## config.mk

```make
export PLATFORM = sky130hd
export DESIGN_NAME = pipe_skid_latch
export DESIGN_NICKNAME = d
export VERILOG_FILES = /design/src/rtl/pipe_skid_latch_pkg.sv /design/src/rtl/pipe_skid_latch_sat_counter.sv /design/src/rtl/pipe_skid_latch.sv
export SDC_FILE = /design/constraint.sdc
export NUM_CORES = 1
export LEC_CHECK = 0
export ABC_AREA = 1
export ABC_CLOCK_PERIOD_IN_PS = 1800
export BUFFER_PORTS_ARGS = -buffer_cell sky130_fd_sc_hd__buf_2
export CAP_MARGIN = 20
export CORE_MARGIN = 1
export CORE_UTILIZATION = 55
export CTS_CLUSTER_DIAMETER = 150
export DETAILED_ROUTE_END_ITERATION = 8
export PLACE_DENSITY = 0.8
export SYNTH_ARGS = -nofsm -noshare
export SYNTH_HDL_FRONTEND = slang
export SYNTH_SLANG_ARGS = --single-unit
```

## constraint.sdc

```tcl
create_clock -name CLK -period 1.8 [get_ports CLK]
set_clock_uncertainty 0.05 [all_clocks]
set_input_delay 0.18 -clock CLK [delete_from_list [all_inputs] [get_ports CLK]]
set_output_delay 0.18 -clock CLK [all_outputs]
set_load 0.05 [all_outputs]
```

## src/rtl/pipe_skid_latch_pkg.sv

```systemverilog
// Shared types for the elastic pipeline latch: occupancy state of the main/skid register pair.
package pipe_skid_latch_pkg;

  typedef enum logic [1:0] {
    EMPTY = 2'd0,
    BUSY  = 2'd1,
    FULL  = 2'd2
  } skid_state_t;

endpackage

```

## src/rtl/pipe_skid_latch_sat_counter.sv

```systemverilog
// Saturating up-counter: increments on inc, sticks at all-ones, cleared only by nRST.
module sat_counter #(
  parameter int W = 32
) (
  input  logic         CLK,
  input  logic         nRST,
  input  logic         inc,
  output logic [W-1:0] value
);

  always_ff @(posedge CLK or negedge nRST) begin
    if (!nRST) begin
      value <= '0;
    end else if (inc && (value != {W{1'b1}})) begin
      value <= value + 1'b1;
    end
  end

endmodule

```

## src/rtl/pipe_skid_latch.sv

```systemverilog
// Elastic pipeline register with one-entry skid buffer and registered in_ready.
// Optional stall statistics (stall_cnt port) when PIPE_SKID_LATCH_STATS_EN is defined.
module pipe_skid_latch
  import pipe_skid_latch_pkg::*;
#(
  parameter int WIDTH      = 32,
  parameter bit CLEAR_DATA = 1'b1
) (
  input  logic             CLK,
  input  logic             nRST,
  input  logic             flush,
  input  logic             in_valid,
  output logic             in_ready,
  input  logic [WIDTH-1:0] in_data,
  output logic             out_valid,
  input  logic             out_ready,
  output logic [WIDTH-1:0] out_data
`ifdef PIPE_SKID_LATCH_STATS_EN
  ,
  output logic [31:0]      stall_cnt
`endif
);

  skid_state_t      state_q, state_d;
  logic [WIDTH-1:0] main_q, main_d;
  logic [WIDTH-1:0] skid_q, skid_d;
  logic             in_ready_q;
  logic             in_fire, out_fire;

  assign in_ready  = in_ready_q;
  assign out_valid = (state_q != EMPTY);
  assign out_data  = main_q;
  assign in_fire   = in_valid & in_ready_q;
  assign out_fire  = out_valid & out_ready;

  always_comb begin
    // NOTE: every comb output gets a default first so no path can infer a latch.
    state_d = state_q;
    main_d  = main_q;
    skid_d  = skid_q;

    unique case (state_q)
      EMPTY: begin
        if (in_fire) begin
          main_d  = in_data;
          state_d = BUSY;
        end
      end
      BUSY: begin
        if (in_fire && out_fire) begin
          main_d = in_data;
        end else if (in_fire) begin
          skid_d  = in_data;
          state_d = FULL;
        end else if (out_fire) begin
          state_d = EMPTY;
          if (CLEAR_DATA) main_d = '0;
        end
      end
      FULL: begin
        // in_ready is low here, so only the drain path exists.
        if (out_fire) begin
          main_d  = skid_q;
          state_d = BUSY;
          if (CLEAR_DATA) skid_d = '0;
        end
      end
      default: state_d = EMPTY;
    endcase

    // Flush overrides everything, including a same-cycle in_fire.
    if (flush) begin
      state_d = EMPTY;
      if (CLEAR_DATA) begin
        main_d = '0;
        skid_d = '0;
      end else begin
        main_d = main_q;
        skid_d = skid_q;
      end
    end
  end

  // NOTE: payload registers are reset too, because out_data must read zero straight out of reset.
  always_ff @(posedge CLK or negedge nRST) begin
    if (!nRST) begin
      state_q    <= EMPTY;
      main_q     <= '0;
      skid_q     <= '0;
      in_ready_q <= 1'b1;
    end else begin
      // NOTE: non-blocking so every register samples the pre-edge values of its peers.
      state_q    <= state_d;
      main_q     <= main_d;
      skid_q     <= skid_d;
      in_ready_q <= (state_d != FULL);
    end
  end

`ifdef PIPE_SKID_LATCH_STATS_EN
  sat_counter #(.W(32)) u_stall_cnt (
    .CLK   (CLK),
    .nRST  (nRST),
    .inc   (out_valid & ~out_ready),
    .value (stall_cnt)
  );
`endif

endmodule

```

==> results.txt, run 1 <==
----------------------------------------------------
[Routing]
  Pre-Repair DR Iteration Count ... 5
  Routed wire per std cell ... 13.98 um
  Drt first-iter violations ... between 300 and 400
  Number of DRC violations after detailed routing ... 0
  Overall via count from detail_route ... between 3000 and 4000
  Routed WL ... around 9.3 mm
  Vias per inst ... between 5 and 6
  Detail Route Antenna Nets ... 0

[Pwr]
  Leakage power ... 2.672 nW
  Internal power contribution ... around 3.3 mW
  Power density relative to cell area ... about 1200 nW/um^2
  Fraction of power consumed by combinational cells ... 0.345
  Maximum ir drop on the vdd rail ... ~0.0007 V
  Power share of the clock group ... 0.298
  Switching portion of total power ... 0.3793
  Sequential share of power ... 0.357
  Power spent charging and discharging nets ... 1.995 mW

[Layout]
  Area growth, synth to finish ... 26.84%
  Ratio of cells with drive above 1 in the final layout ... 0.2305
  # diodes ... 0
  Post-layout net count ... around 630
  Utilization after layout ... 0.7388

[Place]
  Input/output buffers ... 70
  Routability Congestion ... about 0.88
  Dpl hpwl ... 5.101 mm

[Floorplanning]
  Initial Util ... 0.5824
  Die Y-Extent ... 81.88 um
  Core area ... 6026 sq um
  Die extent in x ... about 82 um
  Number of primary I/O pins ... between 70 and 80
  Die area ... about 6700 sq um
  Placement row count ... 28

[Yosys]
  Leading post-synthesis cells by cell area ... sky130_fd_sc_hd__dfrtp_1, sky130_fd_sc_hd__nand2_1, sky130_fd_sc_hd__nand3_1
  Synth top area share ... 0.4706
  Most used flip-flop cell after synthesis ... sky130_fd_sc_hd__dfrtp_1
  Cell with the most instances after synthesis ... sky130_fd_sc_hd__nand2_1
  Async set-reset flop share out of synthesis ... 1.000
  Post-Syn Instances ... between 500 and 600
  Cell type with the largest total area after synthesis ... sky130_fd_sc_hd__dfrtp_1
  Average cell area after synthesis ... between 6 and 7 sq um
  Net Count, Synth ... ~550
  Portion of the post-synthesis area used by sequential elements ... 0.4781
  Cell variety after synth ... 25
  Synthesis warning total ... 0
  Number of synthesized flops with an enable pin ... 0
  Most common library cells after synthesis ... sky130_fd_sc_hd__nand2_1, sky130_fd_sc_hd__dfrtp_1, sky130_fd_sc_hd__nand3_1, sky130_fd_sc_hd__nor2_1, sky130_fd_sc_hd__inv_1
  Number of storage elements in the synthesis netlist ... 67
  Netlist Area Pre-Place ... around 3500 sq um

[Timing]
  Final Hold Violating Endpoints ... 0
  Setup TNS ... 0 ns
  Min Clock Period, post-route ... around 1.7 ns
  Max_slew headroom ... 0.7291
  Worst hold-check slack ... 0.08531 ns
  Actual slew at the worst max-slew pin ... just over 0.4 ns
  Portion of the clock cycle consumed by the worst path in the final layout ... 0.9646
  Final Slew Violations ... 0
  Setup Viol. Count Final ... 0
  Maximum clock rate ... between 500 and 600 MHz

[Clock tree]
  # clock sinks ... 67
  Clock tree from TritonCTS ... built
  CTS root buffer ... sky130_fd_sc_hd__clkbuf_8
  Clock transition at the registers of the reported paths ... about 0.08 ns
  H-Tree Depth ... 3
  Clock buffers created by TritonCTS ... 9
  Bufs on Longest Clock Path ... 2
  Clk_lat worst skew ... approximately 0.34 ns

[Setup path]
  Critical path start-end classification ... reg2reg
  Required time reported for the critical path endpoint ... around 2.0 ns
  Largest driver fanout on the critical path ... 16
  Setup crit end ... skid_q[3]$_DFFE_PN0P_
  Endpoint of the worst-slack reg-to-reg timing path ... skid_q[3]$_DFFE_PN0P_
  Worst reg2reg startpoint ... state_q[1]$_DFF_PN0_
  Crit. End Element ... register
  Number of cells traversed by the worst register-to-register path ... 10
  Worst setup startpoint ... state_q[1]$_DFF_PN0_
  Kind of launch point of the worst setup path ... register
  Setup slack of the most critical reg-to-reg path ... approximately 0.064 ns
  WP data arrival ... just under 2 ns

[Min path]
  Class of the tightest hold or removal check ... in2reg

[Run status]
  Outcome ... finished clean

[Global route]
  Initial antenna violation count ... 0
  Number of global-route vias before repair ... approximately 3300
  Global-route wire length before repair ... roughly 14 mm
  Overall fraction of global-route tracks in use ... 0.2838
  Largest net degree at the start of global routing ... 68
  Sum of overflow across all layers after global routing ... 0

[Run]
  Count of maximum capacitance violations ... 0

----------------------------------------------------
cell usage in the layout, fill, tap and decap left out, types with 6 or more instances in the layout:
cell,count
sky130_fd_sc_hd__buf_12,6
sky130_fd_sc_hd__buf_2,70
sky130_fd_sc_hd__buf_4,14
sky130_fd_sc_hd__clkbuf_8,10
sky130_fd_sc_hd__dfrtp_1,66
sky130_fd_sc_hd__inv_1,9
sky130_fd_sc_hd__inv_2,6
sky130_fd_sc_hd__nand2_1,303
sky130_fd_sc_hd__nand3_1,35
sky130_fd_sc_hd__nor2_1,33
critical path, cell delays in order, from the launching register on:
cell and delay (ns):
sky130_fd_sc_hd__dfrtp_1 0.39, sky130_fd_sc_hd__inv_2 0.08, sky130_fd_sc_hd__ha_4 0.16, sky130_fd_sc_hd__inv_2 0.10, sky130_fd_sc_hd__nand2_2 0.07, sky130_fd_sc_hd__buf_4 0.16
sky130_fd_sc_hd__a21oi_4 0.14, sky130_fd_sc_hd__nand2_4 0.12, sky130_fd_sc_hd__nand2_4 0.22, sky130_fd_sc_hd__nand2_1 0.09, sky130_fd_sc_hd__nand2_1 0.08
stage by stage:
| stage | power (mW) | std cells | cell area [sq um] | setup slack, ns |
|---|---|---|---|---|
| after floorplan | 3.059 | 504 | 3510 | 0.01784 |
| after global placement | 3.448 | 640 | 3968 | -0.06249 |
| after detailed placement | 3.479 | 640 | 3968 | -0.1189 |
| after CTS | 5.068 | 658 | 4254 | 0.009154 |
| after global routing | 5.535 | 665 | 4452 | -0.007676 |
| final | 5.260 | 665 | 4452 | 0.06367 |
registers in the layout, indices dropped and copies added, names as in the netlist:
register and count:
in_ready 1, state_q 2, skid_q 32, out_data 32
worst min path at each step:
stage | start | endpoint | slack [ns] | cells past startpoint
floorplan | nRST | out_data[0]$_DFFE_PN0P_ | -0.17 | 0
global placement | nRST | out_data[20]$_DFFE_PN0P_ | 0.18 | 2
detailed placement | nRST | out_data[18]$_DFFE_PN0P_ | 0.18 | 2
CTS | in_data[18] | out_data[18]$_DFFE_PN0P_ | 0.08 | 5
global route | in_data[9] | out_data[9]$_DFFE_PN0P_ | 0.10 | 5
finish | in_data[9] | out_data[9]$_DFFE_PN0P_ | 0.09 | 5
kinds of logic (layout without fill, tap and decap cells):
logic type,count (synthesis),count (layout),share of synthesized area
AND/OR/NAND/NOR,383,385,0.4332
AO/OA/AOI/OAI,6,6,0.01283
adder cells (fa/ha/maj),4,4,0.01426
buffers and inverters,44,128,0.06167
flip-flops,67,67,0.4781
metal layers:
layer / global-route usage / part of all wire
met1: 0.3593 / 0.41
met2: 0.4793 / 0.49
met3: 0.05222 / 0.083
met4: 0.1088 / 0.019
met5: 0 / 0
what timing repair did:
action,CTS,global route
endpoints found under the hold margin,66,0
setup endpoints to repair,53,65
pin swaps,0,6
gates resized for setup,4,19
setup buffers,0,4
cloned,1,3
hold buffers,1,0
power groups by stage:
stage	Sequential, mW	Combinational (mW)	Clock (mW)
finish	1.88	1.82	1.57
floorplan	2.36	0.696	0
CTS	1.87	1.62	1.58
global route	1.91	1.98	1.65
detailed placement	1.90	1.58	0
global placement	1.89	1.56	0
final cells by class:
cell class / count / area (sq um)
inverter: 16 / 62.56
fill: 473 / 1574
clock buffer: 10 / 137.6
tap: 75 / 93.84
sequential: 67 / 1678
clock inverter: 6 / 111.4
timing repair buffer: 96 / 673.1
multi-input combinational: 395 / 1695
Note: power is estimated with default switching activity, not from simulation.
==> run 2, diff against run 1 <==
ABC_AREA = not set   (was 1)
ABC_CLOCK_PERIOD_IN_PS = 1950   (was 1800)
CORE_UTILIZATION = 53   (was 55)
PLACE_DENSITY = 0.79   (was 0.8)
clock period = 1.95 ns   (was 1.8 ns; I/O delays follow)
==> results.txt, run 2 <==
----------------------------------------------------
[Layout]
  # diodes ... 0
  Utilization after layout ... 0.7174
  Post-layout net count ... 404
  Most common cell after layout, fill and taps aside ... sky130_fd_sc_hd__buf_2
  Area growth, synth to finish ... 26.76%
  Number of standard cells in the final layout excluding fillers ... about 440
  Ratio of cells with drive above 1 in the final layout ... 0.3179
  Most used cells in the layout excluding fill and tap cells ... sky130_fd_sc_hd__buf_2, sky130_fd_sc_hd__nand2_1, sky130_fd_sc_hd__dfrtp_1

[Global route]
  Sum of overflow across all layers after global routing ... 0
  Global-route wire length before repair ... between 10 and 15 mm
  Largest net degree at the start of global routing ... between 60 and 70
  Number of global-route vias before repair ... between 2000 and 2500
  Initial antenna violation count ... 0
  Overall fraction of global-route tracks in use ... 0.2525

[Routing]
  Routed WL ... 7.001 mm
  Number of DRC violations after detailed routing ... 0
  Detail Route Antenna Nets ... 0
  Drt first-iter violations ... 201
  Routed wire per std cell ... around 16 um
  Overall via count from detail_route ... 2527
  Pre-Repair DR Iteration Count ... 5
  Vias per inst ... 5.769

[Setup path]
  Largest driver fanout on the critical path ... 9
  Delay contributed by the slowest stage of the critical path ... about 0.4 ns
  Buffers plus inverters on the worst setup path ... 3
  WP data arrival ... a little over 2 ns
  Cell chain of the critical path ... inv_1 -> ha_4 -> and3_1 -> a311oi_4 -> buf_4 -> clkbuf_4 -> o21ai_0
  Kind of launch point of the worst setup path ... register
  Crit. End Element ... register
  CP max-delay cell ... sky130_fd_sc_hd__dfrtp_1
  Critical path start-end classification ... reg2reg
  Required time reported for the critical path endpoint ... 2.12 ns
  Cell type group with the largest total delay on the critical path ... compound AO/OA/AOI/OAI gates

[Pwr]
  Power spent charging and discharging nets ... 1.513 mW
  Internal power contribution ... ~2.5 mW
  Switching portion of total power ... 0.3782
  Sequential share of power ... 0.424
  Leakage power ... roughly 1.8 nW
  Power share of the clock group ... 0.252
  Fraction of power consumed by combinational cells ... 0.324
  Maximum ir drop on the vdd rail ... between 0.0006 and 0.0007 V
  Power density relative to cell area ... between 1000 and 1500 nW/um^2

[Yosys]
  Most common library cells after synthesis ... sky130_fd_sc_hd__dfrtp_1, sky130_fd_sc_hd__nand2_1, sky130_fd_sc_hd__a22oi_1, sky130_fd_sc_hd__o2bb2ai_1, sky130_fd_sc_hd__o21ai_0
  Net Count, Synth ... 326
  Number of synthesized flops with an enable pin ... 0
  Synthesis warning total ... 0
  Most used flip-flop cell after synthesis ... sky130_fd_sc_hd__dfrtp_1
  Cell variety after synth ... 32
  Netlist Area Pre-Place ... around 3000 sq um
  Synth top area share ... 0.5572
  Number of storage elements in the synthesis netlist ... 67
  Async set-reset flop share out of synthesis ... 1.000
  Average cell area after synthesis ... 10.40 sq um
  Leading post-synthesis cells by cell area ... sky130_fd_sc_hd__dfrtp_1, sky130_fd_sc_hd__o2bb2ai_1, sky130_fd_sc_hd__nand2_1
  Post-Syn Instances ... around 290
  Cell type with the largest total area after synthesis ... sky130_fd_sc_hd__dfrtp_1
  Portion of the post-synthesis area used by sequential elements ... 0.5661

[Place]
  Routability Congestion ... 0.8132
  Dpl cells ... 416
  Input/output buffers ... 70
  Dpl hpwl ... 4.353 mm

[Min path]
  Class of the tightest hold or removal check ... in2reg

[Timing]
  Final Hold Violating Endpoints ... 0
  Setup Viol. Count Final ... 0
  Actual slew at the worst max-slew pin ... approximately 0.36 ns
  Max_slew headroom ... 0.7615
  Final Slew Violations ... 0
  Portion of the clock cycle consumed by the worst path in the final layout ... 0.9757
  Maximum clock rate ... about 530 MHz
  Min Clock Period, post-route ... roughly 1.9 ns

[Run status]
  Outcome ... finished clean

[Floorplanning]
  Initial Util ... 0.5659
  Placement row count ... 26
  Die area ... between 5000 and 6000 sq um
  Die Y-Extent ... roughly 77 um
  Core area ... roughly 5200 sq um
  Number of primary I/O pins ... approximately 70
  Die extent in x ... 76.79 um

[Clock tree]
  Clock tree from TritonCTS ... built
  # clock sinks ... 67
  Clock buffers created by TritonCTS ... 9
  Clk_lat worst skew ... 0.35 ns
  H-Tree Depth ... 3
  CTS root buffer ... sky130_fd_sc_hd__clkbuf_8
  Clock transition at the registers of the reported paths ... roughly 0.07 ns
  Bufs on Longest Clock Path ... 2

[Run]
  Count of maximum capacitance violations ... 0

----------------------------------------------------
## run 2: cell types whose count changed in the layout (fill, tap and decap cells not counted), moves of 5 or more
| cell | before | now |
|---|---|---|
| sky130_fd_sc_hd__nand2_1 | 303 | 66 |
| sky130_fd_sc_hd__nand3_1 | 35 | 1 |
| sky130_fd_sc_hd__a22oi_1 | 0 | 32 |
| sky130_fd_sc_hd__nor2_1 | 33 | 1 |
| sky130_fd_sc_hd__o2bb2ai_1 | 0 | 32 |
| sky130_fd_sc_hd__o21ai_0 | 1 | 31 |
| sky130_fd_sc_hd__buf_4 | 14 | 8 |
| sky130_fd_sc_hd__inv_2 | 6 | 0 |
| sky130_fd_sc_hd__inv_1 | 9 | 4 |
## run 2: power groups by stage
stage / clock network, mW / registers, mW / logic [mW]
4_1_cts: 1.03 / 1.69 / 1.25
2_1_floorplan: 0 / 2.07 / 0.482
6_report: 1.01 / 1.69 / 1.30
3_5_place_dp: 0 / 1.71 / 1.24
5_1_grt: 1.08 / 1.72 / 1.39
3_3_place_gp: 0 / 1.71 / 1.23
## run 2: repair_timing
action,in CTS,in global routing
pin swaps,0,2
cloned,0,1
endpoints found under the hold margin,66,0
hold buffers,1,0
setup endpoints to repair,3,64
gates resized for setup,1,14
buffers inserted,0,4
## run 2: layer usage
layer / up-vias / part of all wire / global-route usage
li1: 1192 / - / -
met1: 1231 / 0.44 / 0.3441
met2: 94 / 0.48 / 0.3839
met3: 10 / 0.059 / 0.06548
met4: 0 / 0.016 / 0.1019
met5: - / 0 / 0
## run 2: area by class of cell
cell class              instances  area, sq um
fillers                       385         1480
clock buffers                  11        141.4
flip-flops and latches         67         1679
multi-input cells             191         1221
repair buffers                 90        584.3
inverters                       4        15.01
well taps                      70        87.58
clock inverters                 5        28.78
## run 2: worst paths after layout
check | cells after the start | startpoint | slack [ns] | to
min in group asynchronous | 3 | nRST | 0.33 | out_data[11]$_DFFE_PN0P_
hold / removal | 3 | in_data[0] | 0.05 | skid_q[0]$_DFFE_PN0P_
hold reg to reg | 1 | out_data[18]$_DFFE_PN0P_ | 0.43 | out_data[18]$_DFFE_PN0P_
setup / recovery | 7 | state_q[1]$_DFF_PN0_ | 0.05 | skid_q[9]$_DFFE_PN0P_
max in group asynchronous | 3 | nRST | 1.21 | in_ready$_DFF_PN1_
setup reg to reg | 7 | state_q[1]$_DFF_PN0_ | 0.05 | skid_q[9]$_DFFE_PN0P_
## run 2: cell families after synthesis
logic type | after synthesis | synth area share
muxes | 1 | 0.003377
buffers and inverters | 27 | 0.03714
and+or+nand+nor | 79 | 0.1127
DFF | 67 | 0.5661
AOI/OAI and AO/OA | 107 | 0.2638
adders and majority gates | 4 | 0.01689
## run 2: stage by stage
stage          cell area [sq um]  setup TNS, ns  power, mW  hold WS, ns  worst slack (ns)
2_1_floorplan               2964              0      2.548      -0.1506           0.06917
3_3_place_gp                3481              0      2.939       0.1890           0.06970
3_5_place_dp                3481       -0.01112      2.957       0.1895          -0.01093
4_1_cts                     3667              0      3.970      0.04320          0.008572
5_1_grt                     3757        -0.8333      4.196      0.04928          -0.04719
6_report                    3757              0      4.001      0.04638           0.04733
## run 2: worst reg2reg max path, cell delays in order, from the launching register on
cell and delay (ns):
sky130_fd_sc_hd__dfrtp_1 0.39, sky130_fd_sc_hd__inv_1 0.10, sky130_fd_sc_hd__ha_4 0.20, sky130_fd_sc_hd__and3_1 0.21, sky130_fd_sc_hd__a311oi_4 0.37, sky130_fd_sc_hd__buf_4 0.18
sky130_fd_sc_hd__clkbuf_4 0.18, sky130_fd_sc_hd__o21ai_0 0.11
==> run 3, diff against run 2 <==
ABC_AREA = 1   (was not set)
CORE_UTILIZATION = 55   (was 53)
GPL_TIMING_DRIVEN = 1   (was not set)
PLACE_DENSITY = 0.8   (was 0.79)
SKIP_CTS_REPAIR_TIMING = 1   (was not set)
==> results.txt, run 3 (synthesis results as in run 1) <==
----------------------------------------------------
[Global route]
  Number of global-route vias before repair ... ~3100
  Largest net degree at the start of global routing ... 68
  Initial antenna violation count ... 0
  Global-route wire length before repair ... between 10 and 15 mm
  Sum of overflow across all layers after global routing ... 0
  Overall fraction of global-route tracks in use ... 0.2677

[Setup path]
  Worst reg2reg startpoint ... state_q[1]$_DFF_PN0_
  Largest driver fanout on the critical path ... 15
  Kind of launch point of the worst setup path ... register
  Endpoint of the worst-slack reg-to-reg timing path ... skid_q[14]$_DFFE_PN0P_
  Number of cells traversed by the worst register-to-register path ... 9
  Setup slack of the most critical reg-to-reg path ... 0.12 ns
  Required time reported for the critical path endpoint ... between 2 and 2.5 ns
  Critical path start-end classification ... reg2reg
  WP data arrival ... around 2 ns
  Crit. End Element ... register

[Timing]
  Portion of the clock cycle consumed by the worst path in the final layout ... 0.9385
  Min Clock Period, post-route ... 1.830 ns
  Max_slew headroom ... 0.7336
  Setup Viol. Count Final ... 0
  Setup TNS ... 0 ns
  Worst setup margin ... approximately 0.12 ns
  Final Slew Violations ... 0
  Maximum clock rate ... between 500 and 600 MHz
  Actual slew at the worst max-slew pin ... 0.3996 ns
  Setup repair after global routing missed its margin ... false
  Worst hold-check slack ... approximately 0.095 ns
  Final Hold Violating Endpoints ... 0

[Routing]
  Routed length on met2 ... 4.074 mm
  Detail Route Antenna Nets ... 0
  Overall via count from detail_route ... 3325
  Number of DRC violations after detailed routing ... 0
  Pre-Repair DR Iteration Count ... 5
  Routed wire per std cell ... around 13 um
  Met3 Routed Length ... around 440 um
  Routed WL ... 8.438 mm
  Top metal layer carrying routed signals ... met4
  Drt first-iter violations ... ~320
  Vias per inst ... around 5.1
  M1 WL ... roughly 3.8 mm

[Layout]
  Ratio of cells with drive above 1 in the final layout ... 0.2042
  Most used cells in the layout excluding fill and tap cells ... sky130_fd_sc_hd__nand2_1, sky130_fd_sc_hd__buf_2, sky130_fd_sc_hd__dfrtp_1
  Filler instances ... about 540
  Utilization after layout ... 0.7012
  Most common cell after layout, fill and taps aside ... sky130_fd_sc_hd__nand2_1
  Summed area of non-filler cells in the final layout ... 4225 sq um
  Area growth, synth to finish ... 20.39%
  Number of standard cells in the final layout excluding fillers ... about 650
  Post-layout net count ... 614
  # diodes ... 0

[Floorplanning]
  Placement row count ... 28
  Core area ... 6026 sq um
  Die Y-Extent ... approximately 82 um
  Die extent in x ... approximately 80 um
  Initial Util ... 0.5824
  Die area ... between 6000 and 7000 sq um
  Number of primary I/O pins ... between 70 and 80

[Pwr]
  Power density relative to cell area ... ~1100 nW/um^2
  Total design power ... roughly 4.5 mW
  Leakage power ... 2.563 nW
  Maximum ir drop on the vdd rail ... between 0.0005 and 0.0006 V

[Clock tree]
  Clk_lat worst skew ... between 0.3 and 0.4 ns
  # clock sinks ... 67
  Clock tree from TritonCTS ... built
  Clock transition at the registers of the reported paths ... 0.07 ns
  Bufs on Longest Clock Path ... 2
  Clock buffers created by TritonCTS ... 9
  CTS root buffer ... sky130_fd_sc_hd__clkbuf_8
  H-Tree Depth ... 3

[Place]
  Dpl hpwl ... about 5 mm
  Input/output buffers ... 70
  Area post-placement ... just under 4000 sq um
  Minimum setup slack after placement ... -0.1632 ns
  Routability Congestion ... around 0.85
  Dpl cells ... around 630

[Min path]
  Class of the tightest hold or removal check ... in2reg
  Cell count of the worst hold path ... 5
  Startpoint of the most critical hold path ... in_data[4]
  Hold Crit Endpoint ... out_data[4]$_DFFE_PN0P_

[Run]
  Count of maximum capacitance violations ... 0

[Run status]
  Outcome ... finished clean

----------------------------------------------------
## run 3: cell count changes in the layout (fill, tap and decap cells not counted), sizes merged, moves of 3 or more
cell,before,now
buf,88,84
nand3,1,37
inv,4,16
nand2,66,309
o2bb2ai,32,0
a22oi,32,0
clkinv,5,1
a21oi,0,3
nor2,2,37
o21ai,34,3
## run 3: cell type report
cell class	count	area [sq um]	area share
flip-flops and latches	67	1679	0.3974
clock buffers	12	155.1	0.03672
inverters	16	62.56	0.01481
multi-input cells	394	1643	0.3888
repair buffers	85	519.2	0.1229
clock inverters	4	72.57	0.01718
well taps	75	93.84	0.02221
## run 3: worst max-delay path: stages (launching register included)
cell and delay, ns:
sky130_fd_sc_hd__dfrtp_2 0.41, sky130_fd_sc_hd__inv_1 0.09, sky130_fd_sc_hd__ha_1 0.24, sky130_fd_sc_hd__inv_2 0.12, sky130_fd_sc_hd__nand2_2 0.12, sky130_fd_sc_hd__a21oi_2 0.19, sky130_fd_sc_hd__nand2_4 0.15, sky130_fd_sc_hd__buf_6 0.19
sky130_fd_sc_hd__nand3_1 0.07, sky130_fd_sc_hd__nand2_1 0.08
## run 3: metal layers
metal | vias up | global-route usage
li1 | 1663 | -
met1 | 1531 | 0.3352
met2 | 118 | 0.4636
met3 | 13 | 0.03111
met4 | 0 | 0.1158
met5 | - | 0
## run 3: worst max path at each step
stage | from | end | slack, ns | cells past startpoint
floorplan | state_q[1]$_DFF_PN0_ | skid_q[0]$_DFFE_PN0P_ | 0.17 | 9
global placement | state_q[1]$_DFF_PN0_ | out_data[17]$_DFFE_PN0P_ | -0.03 | 9
detailed placement | state_q[1]$_DFF_PN0_ | out_data[0]$_DFFE_PN0P_ | -0.16 | 9
CTS | state_q[1]$_DFF_PN0_ | out_data[0]$_DFFE_PN0P_ | -0.18 | 9
global route | state_q[1]$_DFF_PN0_ | skid_q[3]$_DFFE_PN0P_ | 0.003 | 9
finish | state_q[1]$_DFF_PN0_ | skid_q[14]$_DFFE_PN0P_ | 0.12 | 9
## run 3: where the power goes
part / switching, mW / internal, mW
sequential: 0.120 / 1.61
clock: 0.530 / 0.789
combinational: 1.09 / 0.404
